**config.mk**
```make
export PLATFORM = sky130hd
export DESIGN_NAME = stream_demux_n
export DESIGN_NICKNAME = d
export VERILOG_FILES = /design/src/rtl/stream_demux_n.sv
export SDC_FILE = /design/constraint.sdc
export NUM_CORES = 1
export LEC_CHECK = 0
export ABC_CLOCK_PERIOD_IN_PS = 1550
export CORE_ASPECT_RATIO = 0.75
export CORE_UTILIZATION = 36
export DETAILED_ROUTE_END_ITERATION = 10
export PLACE_DENSITY = 0.79
export SYNTH_ARGS = -nofsm -noshare
export SYNTH_HDL_FRONTEND = slang
export SYNTH_SLANG_ARGS = --single-unit
```
**constraint.sdc**
```tcl
create_clock -name clk -period 1.55 [get_ports clk]
set_input_delay 0.31 -clock clk [delete_from_list [all_inputs] [get_ports clk]]
set_output_delay 0.31 -clock clk [all_outputs]
set_load 0.005 [all_outputs]
```
**src/rtl/stream_demux_n.sv**
```systemverilog
// Registered 1-to-CH valid/ready stream demux with explicit-select or round-robin routing.
// Optional per-channel saturating transfer counters when DEMUX_CNT_EN is defined.
module stream_demux_n #(
  parameter int WIDTH = 8,
  parameter int CH    = 4,
  parameter int SEL_W = 2
) (
  input  logic                  clk,
  input  logic                  rst_n,
  input  logic                  mode,
  input  logic                  in_valid,
  output logic                  in_ready,
  input  logic [WIDTH-1:0]      in_data,
  input  logic [SEL_W-1:0]      in_sel,
  output logic [CH-1:0]         out_valid,
  input  logic [CH-1:0]         out_ready,
  output logic [CH*WIDTH-1:0]   out_data,
  output logic                  sel_err
`ifdef DEMUX_CNT_EN
  ,
  output logic [CH*16-1:0]      chan_cnt
`endif
);

  localparam logic [SEL_W:0]   CH_W    = (SEL_W+1)'(CH);
  localparam logic [SEL_W-1:0] RR_LAST = SEL_W'(CH-1);

  logic             hold_valid;
  logic [WIDTH-1:0] hold_data;
  logic [SEL_W-1:0] hold_ch;
  logic [SEL_W-1:0] rr_ptr;
  logic             sel_err_q;

  logic [SEL_W-1:0] dest;
  logic             dest_ok;
  logic             accept;
  logic             drain;

  assign dest    = mode ? rr_ptr : in_sel;
  assign dest_ok = ({1'b0, dest} < CH_W);

  always_comb begin
    out_valid = '0;
    out_data  = '0;
    for (int i = 0; i < CH; i++) begin
      if (hold_valid && (hold_ch == SEL_W'(i))) begin
        out_valid[i]                = 1'b1;
        out_data[i*WIDTH +: WIDTH]  = hold_data;
      end
    end
  end

  // Only the lane carrying the held word can have out_valid set, so this picks its ready.
  assign drain    = |(out_valid & out_ready);
  assign in_ready = rst_n && (!hold_valid || drain);
  assign accept   = in_valid && in_ready;
  assign sel_err  = sel_err_q;

  always_ff @(posedge clk) begin
    if (!rst_n) begin
      hold_valid <= 1'b0;
      hold_data  <= '0;
      hold_ch    <= '0;
      rr_ptr     <= '0;
      sel_err_q  <= 1'b0;
    end else begin
      sel_err_q <= accept && !dest_ok;
      if (accept && dest_ok) begin
        hold_valid <= 1'b1;
        hold_data  <= in_data;
        hold_ch    <= dest;
      end else if (drain || accept) begin
        hold_valid <= 1'b0;
      end
      if (accept && mode) begin
        rr_ptr <= (rr_ptr == RR_LAST) ? '0 : rr_ptr + SEL_W'(1);
      end
    end
  end

`ifdef DEMUX_CNT_EN
  logic [15:0] cnt_q [CH];

  for (genvar g = 0; g < CH; g++) begin : g_cnt
    always_ff @(posedge clk) begin
      if (!rst_n) begin
        cnt_q[g] <= '0;
      end else if (out_valid[g] && out_ready[g] && (cnt_q[g] != 16'hFFFF)) begin
        cnt_q[g] <= cnt_q[g] + 16'd1;
      end
    end
    assign chan_cnt[g*16 +: 16] = cnt_q[g];
  end
`endif

endmodule
```
Word-level counts from Yosys, hierarchy flattened --
Cells that the tools add are included.
Word-level totals: flip-flop bits (word level) 13, output and inout bits 38, latch bits 0, memory bits (read-only) 0, memories kept 0, logic and storage cells 35, RAM bits 0
Operators by class: magnitude comparators 0, $mul 0, reductions and logical operators 13, eq/ne operators 4, shift operators 0, add/subtract/negate cells 1, bitwise logic cells 1, multiplexer cells 12, div/mod/pow operators 0
Operators with widths (count):
- 8-bit two-way mux | 4
- 1-bit logical AND | 7
- 2-bit == test, second input constant | 3
- 1-bit two-way mux | 6
- 4-bit bitwise AND | 1
- 2-bit two-way mux | 2
- 4-bit OR reduction | 1
- 2-bit by 1-bit adder with 2-bit output, second input constant | 1
- 2-bit by 1-bit == test with 1-bit output, second input constant | 1
- 2-bit zero test | 1
- 1-bit logical OR | 2
- 2-bit nonzero test | 1
- 1-bit zero test | 1

Logic depth before layout (Yosys ltp) --
Gate-level depths: netlist of the first run.
depth after elaboration 11, mapped depth 4

Least setup slack after synthesis of the first run --
Ideal clock, no wire load.
kind register to output, start reg hold_valid, end out out_data[0], arrival time 1.131 ns, cell stages (with the launch flop) 5, buffers on the path 1, slack 0.109 ns, data required time 1.240 ns, cells stage by stage dfxtp_1 nor2b_1 and2b_2 clkbuf_1 and2_1
Between the ends: word-level cells in the longest chain between the ends 2
RTL lines:
- start, declared | line 28 | logic hold_valid;
- start signal, assigned | line 61 | hold_valid <= 1'b0;
- start signal, assigned | line 69 | hold_valid <= 1'b1;
- start signal, assigned | line 73 | hold_valid <= 1'b0;
- 1-bit logical AND | line 46 | if (hold_valid && (hold_ch == SEL_W'(i))) begin
- 8-bit two-way mux | line 46
- end, declared | line 17 | output logic [CH*WIDTH-1:0] out_data,
No other way between the ends.

Final worst setup path of the first run --
start reg hold_valid, end out in_ready
Between the ends: word-level cells in the longest chain between the ends 6
RTL lines:
- 1-bit logical AND | line 46
- 1-bit two-way mux | line 46
- 4-bit bitwise AND | line 54 | assign drain = |(out_valid & out_ready);
- 4-bit OR reduction | line 54
- 1-bit logical OR * | line 55 | assign in_ready = rst_n && (!hold_valid || drain);
- 1-bit logical AND * | line 55
- end, declared | line 12 | output logic in_ready,
Every way passes the cells marked *; elsewhere a longest branch is shown, timed or not.

==> impl_metrics.tcl, run 1 <==
set metrics [dict create \
    grt_util_all_layers 0.267 \
    cts_inserted_buffers 3 \
    seqCellArea_sq_um 269 \
    layout_common_cells "buf_6 (43), nand2_1 (24), and2_4 (17), clkdlybuf4s50_1 (17)" \
    p_comb_frac 0.353 \
    clock_sinks 13 \
    p_leak_nw 0.937 \
    finalWorstPathRequiredPeriod_ns 1.80 \
    path_clk_slew_ns 0.08 \
    grt_pass1_wl_um 5020 \
    antenna_found_initial 0 \
    hold_class "reg2reg" \
    dieArea_sq_um 2660 \
    num_rows 15 \
    routed_wl_um 4030 \
    vias 1168 \
    grt_overflow 0 \
    cts_hold_buffers 0 \
    drt_iter0_markers 61 \
    grt_pass1_vias 1061 \
    drive_above_1_share 0.563 \
    finalHoldViolCount 0 \
    rsz0062_at_grt "true" \
    fin_util 0.823 \
    routabilityCongestion 0.753 \
    synth_cell_type_count 19 \
    ir_drop_mv 0.376 \
    synth.area.top_cells "dfxtp_1 (29%), and2_1 (18%), mux2i_1 (16%)" \
    grt_max_degree 24 \
    failed_checks "negative setup slack" \
    skew_ns 0.00769 \
    multi_input_area_sq_um 718 \
    status "finished, violations left" \
    die-height_um 44.9 \
    yosysTopAreaCell "dfxtp_1" \
    route.detailed.drc 0 \
    clk_path_buf_depth 2 \
    path_class "reg2out" \
    drtPass1Iterations 6 \
    yosysTopAreaCellShare 0.295 \
    cts_tree "done" \
    h-tree-depth 1 \
    p_int_mw 0.659 \
    clk_latency_ns 0.29 \
    synth-seq-cells 13 \
    final_common_cell "buf_6" \
    cp-start-kind "register" \
    synth_cells 110 \
    final_nets 217 \
    root_buffer "clkbuf_4" \
    antenna_left 0 \
    min_period_over_period 1.16 \
    final_cells 231 \
    worstSetupEndpointType "output port" \
    synth_seq_area_share 0.295 \
    netlist_area_sq_um 883 \
    die_w_um 59.2 \
    start_util 0.383 \
    io_pins 56 \
    hpwl_um 1990 \
    clkPwrFrac 0.230 \
    fmax_ghz 0.556 \
    power_frac_seq 0.417 \
    syn-num-nets 129 \
    n_antenna_cell 0 \
    avgViaCountPerCell 5.06 \
    setup_ws_ns -0.249 \
    p_sw_frac 0.296 \
    slew_violations 0 \
    core-area_sq_um 2310 \
    wl_per_cell_um 17.5 \
    crit_path_max_fanout 4 \
    crit_arrival_ns 1.49 \
    setup_viol 42 \
    powerDensity_nw_per_um2 492 \
    cp.required_ns 1.24 \
    dp_slack_ns -0.487 \
    avgSynthCellArea_sq_um 8.03 \
    synth_warnings 0 \
    switchingPower_mw 0.277 \
    cap_violations 0 \
    dp.cells 201 \
    syn_to_final_growth_pct 115 \
    numPortBuffers 54 \
    nFillCells 120 \
]
[cell families after synthesis]
kind of cell | share of synthesized area
AO/OA/AOI/OAI | 0.0538
adder cells (fa/ha/maj) | 0.0142
buffers and inverters | 0.0595
flip-flops | 0.295
multiplexers | 0.184
other | 0.00425
AND/OR/NAND/NOR | 0.390
[layer usage]
metal	track usage	wire length, um	vias up
li1	-	-	540
met1	0.293	1520	551
met2	0.481	2080	66
met3	0.0630	327	11
met4	0.143	108	0
met5	0	0	-
[state kept, by name, summed over array words and instances, names as in the netlist]
| register | flops |
|---|---|
| hold_ch | 2 |
| hold_data | 8 |
| hold_valid | 1 |
| rr_ptr | 2 |
[area by class of cell]
| type | count | share of cell area |
|---|---|---|
| Tap cell | 34 | 0.0224 |
| Inverter | 2 | 0.00395 |
| Clock buffer | 4 | 0.0138 |
| Sequential cell | 13 | 0.142 |
| Multi-Input combinational cell | 89 | 0.378 |
| Timing Repair Buffer | 89 | 0.440 |
[critical path, stage by stage, from the launching register on]
cell and delay [ns]:
dfxtp_2 0.35, nor2b_4 0.14, buf_6 0.12, buf_6 0.12, a221oi_2 0.30, buf_2 0.17
[cells in the mapped netlist (all sizes together)]
| cell | number |
|---|---|
| buf | 2 |
| or3 | 1 |
| a221oi | 4 |
| mux2i | 14 |
| and2b | 2 |
| and3 | 9 |
| and2 | 26 |
| clkbuf | 7 |
| inv | 2 |
| nor2b | 1 |
| ha | 1 |
| conb | 1 |
| mux2 | 2 |
| nand2 | 24 |
| dfxtp | 13 |
| nor2 | 1 |
[power groups by stage]
stage | Clock, mW | Combinational [mW] | Sequential, mW
global placement | 0 | 0.202 | 0.389
floorplan | 0 | 0.101 | 0.380
finish | 0.215 | 0.330 | 0.391
detailed placement | 0 | 0.208 | 0.391
global route | 0.243 | 0.348 | 0.394
CTS | 0.216 | 0.289 | 0.385
[per-stage QoR]
stage	total power [mW]	hold slack [ns]	instance area, sq um	TNS, ns
2_1_floorplan	0.481	0.436	883	0
3_3_place_gp	0.590	0.464	1510	-6.22
3_5_place_dp	0.599	0.484	1510	-8.06
4_1_cts	0.890	0.497	1770	-3.03
5_1_grt	0.984	0.508	1900	-7.19
6_report	0.936	0.496	1900	-4.61
[what timing repair did]
action | CTS | global route
setup endpoints to repair | 41 | 49
resized for setup | 174 | 47
setup buffers | 19 | 5
pin swaps | 7 | 3
gates cloned | 4 | 0
endpoints found under the hold margin | 0 | 0
[worst paths after layout]
kind	from	end	slack, ns	cells past startpoint
worst max-delay path	hold_valid	in_ready	-0.25	5
worst max register to register	hold_ch[1]	hold_data[7]	-0.05	6
worst min-delay path	rr_ptr[1]	rr_ptr[1]	0.50	2
worst min register to register	rr_ptr[1]	rr_ptr[1]	0.50	2
Note: power is estimated with default switching activity, not from simulation.
==> run 2, diff against run 1 <==
--- a/config.mk
+++ b/config.mk
@@ -5,9 +5,9 @@
 export SDC_FILE = /design/constraint.sdc
 export NUM_CORES = 1
 export LEC_CHECK = 0
-export ABC_CLOCK_PERIOD_IN_PS = 1550
+export ABC_AREA = 1
 export CORE_ASPECT_RATIO = 0.75
-export CORE_UTILIZATION = 36
+export CORE_UTILIZATION = 35
 export DETAILED_ROUTE_END_ITERATION = 10
 export PLACE_DENSITY = 0.79
 export SYNTH_ARGS = -nofsm -noshare
==> run 2 against run 1 <==
Effect of this change: the flow still finishes with violations (negative setup slack); cell area fell by 14%; flip-flop and latch count did not move; via count grew 3.2%; critical path type unchanged; critical endpoint is now out_data[23].
==> impl_metrics.tcl, run 2 <==
set metrics [dict create \
    cts_inserted_buffers 3 \
    design_area_sq_um 1640 \
    finalHoldViolCount 0 \
    routed_wl_um 3460 \
    placed_area_sq_um 1430 \
    cts_tree "done" \
    cp-start-kind "register" \
    num_rows 14 \
    antenna_found_initial 0 \
    syn-num-nets 155 \
    avgSynthCellArea_sq_um 6.08 \
    crit_slowest_cell "dfxtp_4" \
    route.detailed.drc 0 \
    fmax_ghz 0.571 \
    yosysTopAreaCellShare 0.315 \
    ys.flop_type "dfxtp_1" \
    grt_max_degree 13 \
    synth_cell_type_count 21 \
    synth_seq_area_share 0.315 \
    h-tree-depth 1 \
    start_util 0.390 \
    n_antenna_cell 0 \
    ir_drop_mv 0.434 \
    crit_path_max_fanout 5 \
    setup_viol 30 \
    powerDensity_nw_per_um2 522 \
    drive_above_1_share 0.481 \
    failed_checks "negative setup slack" \
    final_nets 232 \
    clock_sinks 13 \
    dp.cells 224 \
    die-height_um 44.1 \
    path_cells "buf_6 > nor3_4 > inv_2 > buf_4 > nor2_2 > buf_2" \
    root_buffer "clkbuf_4" \
    slowest_delay_ns 0.38 \
    clk_latency_ns 0.28 \
    netlist_area_sq_um 827 \
    synth-seq-cells 13 \
    finalWorstPathRequiredPeriod_ns 1.75 \
    core-area_sq_um 2120 \
    hold_class "reg2reg" \
    numPortBuffers 54 \
    async_flop_share 0 \
    vias 1205 \
    wl_per_cell_um 14.2 \
    status "finished, violations left" \
    syn_to_final_growth_pct 97.7 \
    io_pins 56 \
    crit_start "hold_ch[0]" \
    final_common_cell "buf_2" \
    hpwl_um 2150 \
    dp_slack_ns -0.488 \
    die_w_um 58.1 \
    drt_iter0_markers 87 \
    grt_overflow 0 \
    hp-start "hold_data[3]" \
    cap_violations 0 \
    layout_common_cells "buf_2 (32), inv_1 (18), nand2_1 (18), nand3_1 (18), clkdlybuf4s50_1 (17)" \
    regMostFlops "hold_data" \
    grt_util_all_layers 0.243 \
    power.total_mw 0.854 \
    avgViaCountPerCell 4.94 \
    antenna_left 0 \
    cp.required_ns 1.24 \
    setup_ws_ns -0.200 \
    reg_top3 "hold_data: 8 flops, hold_ch: 2 flops, rr_ptr: 2 flops" \
    synth_edf_count 0 \
    r2r-start "hold_ch[0]" \
    skew_ns 0.000610 \
    synth_most_common_cell "nor2_1" \
    final_cells 244 \
    routabilityCongestion 0.754 \
    p_leak_nw 0.796 \
    grt_pass1_wl_um 4720 \
    worstSetupEndpointType "output port" \
    synth_common_cells "nor2_1 (37), inv_1 (20), nand2_1 (20), nand3_1 (20), dfxtp_1 (13)" \
    drtPass1Iterations 4 \
    crit_arrival_ns 1.44 \
    min_period_over_period 1.13 \
    dieArea_sq_um 2560 \
    largest_reg_flops 8 \
    grt_pass1_vias 1046 \
    path_clk_slew_ns 0.08 \
    slew_violations 0 \
    synth_cells 136 \
    clk_path_buf_depth 2 \
    synth.area.top_cells "dfxtp_1 (31%), nor2_1 (17%), nand3_1 (12%)" \
    synth_warnings 0 \
    rsz0062_at_grt "true" \
    yosysTopAreaCell "dfxtp_1" \
    path_class "reg2out" \
]
## run 2: changes by cell type after synthesis, sizes merged, moves of 9 or more
cell and delta:
and2 -26, nand3 +22, mux2i -14, nor2 +39
inv +20, and3 -9
## run 2: layer usage
layer,part of all wire,GRT usage
met4,0.015,0.110
met5,0,0
met1,0.40,0.296
met2,0.49,0.418
met3,0.094,0.0497
## run 2: path summary, 6_finish.rpt
| path | to | slack, ns | cells after the start |
|---|---|---|---|
| worst max-delay path | out_data[23] | -0.20 | 6 |
| worst min-delay path | hold_data[3] | 0.47 | 2 |
| worst max register to register | hold_ch[0] | 0.08 | 9 |
| worst min register to register | hold_data[3] | 0.47 | 2 |
## run 2: cell type report
cell class	count	area, sq um
inverter	22	85.1
fill	152	484
timing repair buffer	79	628
multi-input combinational	94	587
clock buffer	4	26.3
tap	32	40.0
sequential	13	269
## run 2: cells by family (layout without fill, tap and decap cells)
| kind of cell | Yosys count | after routing | share of synthesized area |
|---|---|---|---|
| flip-flops | 13 | 13 | 0.315 |
| adder cells (fa/ha/maj) | 1 | 1 | 0.0151 |
| AND/OR/NAND/NOR | 85 | 85 | 0.457 |
| buffers and inverters | 29 | 105 | 0.159 |
| other | 1 | 1 | 0.00453 |
| AO/OA/AOI/OAI | 7 | 7 | 0.0499 |
## run 2: through the flow
stage                     hold WS, ns  setup TNS [ns]  utilization
after detailed placement        0.457           -8.16        0.673
after global routing            0.491           -4.88        0.772
after global placement          0.455           -6.66        0.673
after floorplan                 0.443               0            -
after CTS                       0.469           -1.41        0.691
final                           0.471           -3.08        0.772
## run 2: timing repair
action	4_1_cts	5_1_grt
cloned	1	0
gates resized for setup	163	43
pin swaps	7	8
buffers inserted	11	6
hold buffers	0	0
endpoints found under the setup margin	37	45
## run 2: power by group
part	internal, mW	total [mW]	switching [mW]
Clock	0.100	0.220	0.120
Sequential	0.356	0.374	0.0186
Combinational	0.121	0.259	0.138
## run 2: worst max-delay path: cells and delay by family (launching register included)
family / cells / cell delay, ns
buffers and inverters: 4 / 0.49
flip-flops: 1 / 0.38
AND/OR/NAND/NOR: 2 / 0.29
==> run 3, diff against run 2 <==
==> constraint.sdc (replaced) <==
create_clock -name clk -period 1.9 [get_ports clk]
set_input_delay 0.38 -clock clk [delete_from_list [all_inputs] [get_ports clk]]
set_output_delay 0.38 -clock clk [all_outputs]
set_load 0.005 [all_outputs]
==> run 3 against run 2 <==
Effect of this change: total power fell by 25%; setup slack improved by 0.24 ns; combinational power fell by 31%; cell count fell by 1.2%; cell area fell by 2.1%; largest cell class unchanged; worst hold slack barely moved; clock skew rose by 0.00093 ns; critical path type unchanged; global-route usage fell by 3.2 points; clock power fell by 27%; register-to-register slack improved by 0.21 ns; the flow now finishes without violations; die area did not move.
==> impl_metrics.tcl, run 3 (synthesized netlist as in run 2, its figures left out) <==
set metrics [dict create \
    wl_per_cell_um 12.2 \
    layout_common_cells "nor2_1 (33), dlygate4sd2_1 (21), nand3_1 (20)" \
    grt_pass1_vias 928 \
    syn_to_final_growth_pct 93.5 \
    powerDensity_nw_per_um2 402 \
    numPortBuffers 54 \
    grt_util_all_layers 0.211 \
    cap_violations 0 \
    rr_worst_depth 10 \
    routabilityCongestion 0.776 \
    core-area_sq_um 2120 \
    worst_hold_slack_ns 0.471 \
    power.total_mw 0.644 \
    hold_path_depth 2 \
    hold_end "hold_data[3]" \
    crit_arrival_ns 1.48 \
    clkPwrFrac 0.248 \
    path_delay_family "buffers and inverters" \
    final_nets 229 \
    drt_iter0_markers 77 \
    h-tree-depth 1 \
    io_pins 56 \
    start_util 0.390 \
    clk_latency_ns 0.26 \
    crit_slowest_cell "dfxtp_4" \
    clock_sinks 13 \
    r2r-end "hold_ch[0]" \
    ir_drop_mv 0.333 \
    reg_top3 "hold_data: 8 flops, hold_ch: 2 flops, rr_ptr: 2 flops" \
    r2r-start "hold_ch[1]" \
    avgViaCountPerCell 4.70 \
    fmax_ghz 0.538 \
    cts_hold_buffers 0 \
    finalHoldViolCount 0 \
    p_sw_frac 0.286 \
    grt_max_degree 13 \
    num_rows 14 \
    grt_overflow 0 \
    hp-start "hold_data[3]" \
    worstSetupEndpointType "output port" \
    final_common_cell "nor2_1" \
    vias 1132 \
    hpwl_um 2130 \
    status "finished clean" \
    root_buffer "clkbuf_4" \
    skew_ns 0.00154 \
    switchingPower_mw 0.184 \
    grt_pass1_wl_um 4230 \
    finalWorstPathRequiredPeriod_ns 1.86 \
    routed_wl_um 2950 \
    cp.required_ns 1.52 \
    slew_violations 0 \
    p_int_mw 0.459 \
    path_clk_slew_ns 0.07 \
    slowest_delay_ns 0.38 \
    antenna_left 0 \
    cts_tree "done" \
    cts_inserted_buffers 3 \
    die-height_um 44.1 \
    p_leak_nw 1.02 \
    path_cells "inv_2 > nor3_4 > inv_2 > buf_4 > buf_4 > nor2_1 > clkbuf_2" \
    drtPass1Iterations 5 \
    clk_path_buf_depth 2 \
    setup_viol 0 \
    cp.buffers_inverters 5 \
    p_comb_frac 0.280 \
    reg2reg_slack_ns 0.29 \
    antenna_found_initial 0 \
    fin_util 0.755 \
    die_w_um 58.1 \
    crit_path_max_fanout 6 \
    hold_class "reg2reg" \
    n_antenna_cell 0 \
    drive_above_1_share 0.215 \
    route.detailed.drc 0 \
    min_period_over_period 0.979 \
    path_class "reg2out" \
    dieArea_sq_um 2560 \
    largest_reg_flops 8 \
    regMostFlops "hold_data" \
    cp-start-kind "register" \
    power_frac_seq 0.472 \
]
run 3: worst min-delay path, delay by kind of cell, from the launching register on:
kind / cells / cell delay (ns)
DFF: 1 / 0.31
and+or+nand+nor: 2 / 0.12
run 3: worst max path at each step:
stage                 start  slack [ns]  cells past startpoint           end
2_1_floorplan    hold_valid        0.52                      5  out_data[16]
3_3_place_gp   out_ready[3]       -0.25                      6      in_ready
3_5_place_dp   out_ready[3]       -0.30                      6      in_ready
4_1_cts          hold_valid       -0.07                      5  out_data[19]
5_1_grt          hold_ch[1]       -0.04                      6  out_data[23]
6_report         hold_ch[1]        0.04                      7  out_data[16]
run 3: metrics by stage:
step                      TNS [ns]  worst slack, ns  cell area [sq um]  std cells
after floorplan                  0            0.517                827        136
after global placement      -0.253           -0.253               1430        225
after detailed placement    -0.296           -0.296               1430        225
after CTS                   -0.324          -0.0708               1470        229
after global routing       -0.0811          -0.0379               1600        241
final                            0           0.0407               1600        241
run 3: power groups by stage:
stage / sequential [mW] / combinational, mW / clock, mW
CTS: 0.305 / 0.161 / 0.167
global placement: 0.310 / 0.151 / 0
floorplan: 0.306 / 0.0841 / 0
finish: 0.304 / 0.180 / 0.160
detailed placement: 0.311 / 0.157 / 0
global route: 0.306 / 0.198 / 0.181
run 3: final cells by class:
class | count | area [sq um]
timing repair buffer | 75 | 702
fill | 158 | 519
multi-input combinational | 95 | 480
sequential | 13 | 269
inverter | 22 | 82.6
tap | 32 | 40.0
clock buffer | 4 | 26.3
run 3: what timing repair did:
action,4_1_cts,5_1_grt
gates cloned,0,1
pin swaps,1,5
hold endpoints to repair,0,0
setup endpoints to repair,37,15
gates resized for setup,38,21
setup buffers,0,11
run 3: layer usage:
layer  vias up  track usage  wire length (um)
li1        564            -                 -
met3         6       0.0351               255
met4         0       0.0619                53
met1       501        0.284              1300
met5         -            0                 0
met2        61        0.352              1340
==> variant: new RTL, settings of run 1 <==
`WIDTH`: 8 -> 10.
--- a/src/rtl/stream_demux_n.sv
+++ b/src/rtl/stream_demux_n.sv
@@ -1,7 +1,7 @@
 // Registered 1-to-CH valid/ready stream demux with explicit-select or round-robin routing.
 // Optional per-channel saturating transfer counters when DEMUX_CNT_EN is defined.
 module stream_demux_n #(
-  parameter int WIDTH = 8,
+  parameter int WIDTH = 10,
   parameter int CH    = 4,
   parameter int SEL_W = 2
 ) (
Ports: changed (resized in_data and out_data); port bits go from 56 to 66. The function was not compared with the original's and may differ.
==> variant against run 1 <==
The flow still finishes with violations (setup timing). Sequential cell count rose by 2. Power rose by 19%. Register-to-register slack got worse by 30 ps. Worst hold slack got worse by 13 ps. Highest routed layer unchanged. Sequential power rose by 16%. Sequential share of layout area rose by 0.35 points. Design area rose by 13%. Synthesized area rose by 19%. Worst setup slack improved by 110 ps. Wire length rose by 3.0%.
==> variant: results (changes against run 1) <==
| Metric | Value |
|---|---|
| Sequential area share after synthesis | 28.7% (was 29.5%) |
| Top Registers | hold_data (10), hold_ch (2), rr_ptr (2) (was hold_data (8), hold_ch (2), rr_ptr (2)) |
| Cell Count, Final, Fillers Out | 255 (was 231) |
| Top post-synthesis cells by area | dfxtp_1, and2_1, mux2i_1 (unchanged) |
| CP endpoint | out_data[12] (was in_ready) |
| Reg2reg path depth | 6 (unchanged) |
| Total track usage | 25.8% (was 26.7%) |
| HPWL Detailed | 2550 um (was 1990 um) |
| Slowest stage cell, crit path | dfxtp_4 (was dfxtp_2) |
| Clk pin slew, worst setup/hold paths | 60 ps (was 80 ps) |
| Worst reg-to-reg setup slack | -80 ps (was -50 ps) |
| CP max FO | 4 (unchanged) |
| RePlAce Congestion | 0.799 (was 0.753) |
| Initial DRC Count | 26 (was 61) |
| Placed instance area | 1810 um2 (was 1510 um2) |
| Initial antenna violation count | 0 (unchanged) |
| Wirelength per Cell | 16.3 um (was 17.5 um) |
| Clock Latency Late Sink | 240 ps (was 290 ps) |
| Async SR Flop Fraction | 0% (unchanged) |
| YS warnings | 0 (unchanged) |
| Hold_sp | rr_ptr[1] (unchanged) |
| Router iterations before antenna repair | 4 (was 6) |
| FF-to-FF End | hold_data[8] (was hold_data[7]) |
| Pre-CTS setup slack | -542 ps (was -487 ps) |
| Root Buffer | clkbuf_8 (was clkbuf_4) |
| Setup Total Neg Slack | -2300 ps (was -4610 ps) |
| Final clock skew | 2.64 ps (was 7.69 ps) |
| Cell family with most CP delay | buffers and inverters (unchanged) |
| First-pass GRT wire length | 6220 um (was 5020 um) |
| R2R Path Start | hold_ch[1] (unchanged) |
| Cts repair resizes | 212 (was 174) |
| Final Worst Setup Slack | -143 ps (was -249 ps) |
| Synth cell count leaders | and2_1, nand2_1, mux2i_1 (unchanged) |
| H-Tree Depth | 1 (unchanged) |
| Post-CTS setup buffers | 8 (was 19) |
| Max reg flops | 10 (was 8) |
| Vias in the first global route | 1,251 (was 1,061) |
| Avg Inst Size Synth | 7.93 um2 (was 8.03 um2) |
| Largest net degree at the start of global routing | 28 (was 24) |
| Endpoints failing setup | 47 (was 42) |
| Mapped Nets | 153 (was 129) |
| # placed instances | 238 (was 201) |
| Min Hold Slack | 483 ps (was 496 ps) |
| Lkg Pwr | 1.07 nW (was 0.937 nW) |
| Port bufs | 64 (was 54) |
| Critical path arrival | 1380 ps (was 1490 ps) |
| Failing checks | setup timing (unchanged) |
| Ant. Diodes | 0 (unchanged) |
| VDD IR max | 0.582 mV (was 0.376 mV) |
| DR vias/cell | 4.99 (was 5.06) |
| Fraction of layout cells with a size suffix above 1 | 55.7% (was 56.3%) |
| Netlist cell types | 20 (was 19) |
| Crit path largest cell delay | 350 ps (about the same) |
| WS Path Type | register to output pin (unchanged) |
| Status | finished, violations left (unchanged) |
==> variant: power breakdown <==
group	internal, mW	switching (mW)	leakage [nW]	total, mW
sequential	0.411	0.0408	0.125	0.452
combinational	0.207	0.138	0.918	0.345
clock	0.182	0.135	0.0228	0.317
==> variant: cell families (layout without fill, tap and decap cells) <==
group                      count (synthesis)  in the layout  share of synthesized area, %
AOI/OAI and AO/OA                          5              5                          4.42
adders and majority gates                  1              1                          1.19
buffers and inverters                     12             99                          6.09
DFF                                       15             15                          28.7
muxes                                     20             20                          20.3
other                                      1              1                         0.358
and+or+nand+nor                           78             78                          38.9
==> variant: layer usage <==
| layer | global-route usage (%) | part of all wire [%] |
|---|---|---|
| met3 | 3.77 | 4.7 |
| met5 | 0 | 0 |
| met4 | 4.07 | 1.6 |
| met2 | 48.2 | 53 |
| met1 | 31.2 | 41 |
==> variant: layout make-up <==
class	instances	area (um2)
inverters	1	3.75
repair buffers	94	911
clock buffers	4	45.0
flip-flops and latches	15	312
fillers	159	534
well taps	36	45.0
multi-input cells	105	832
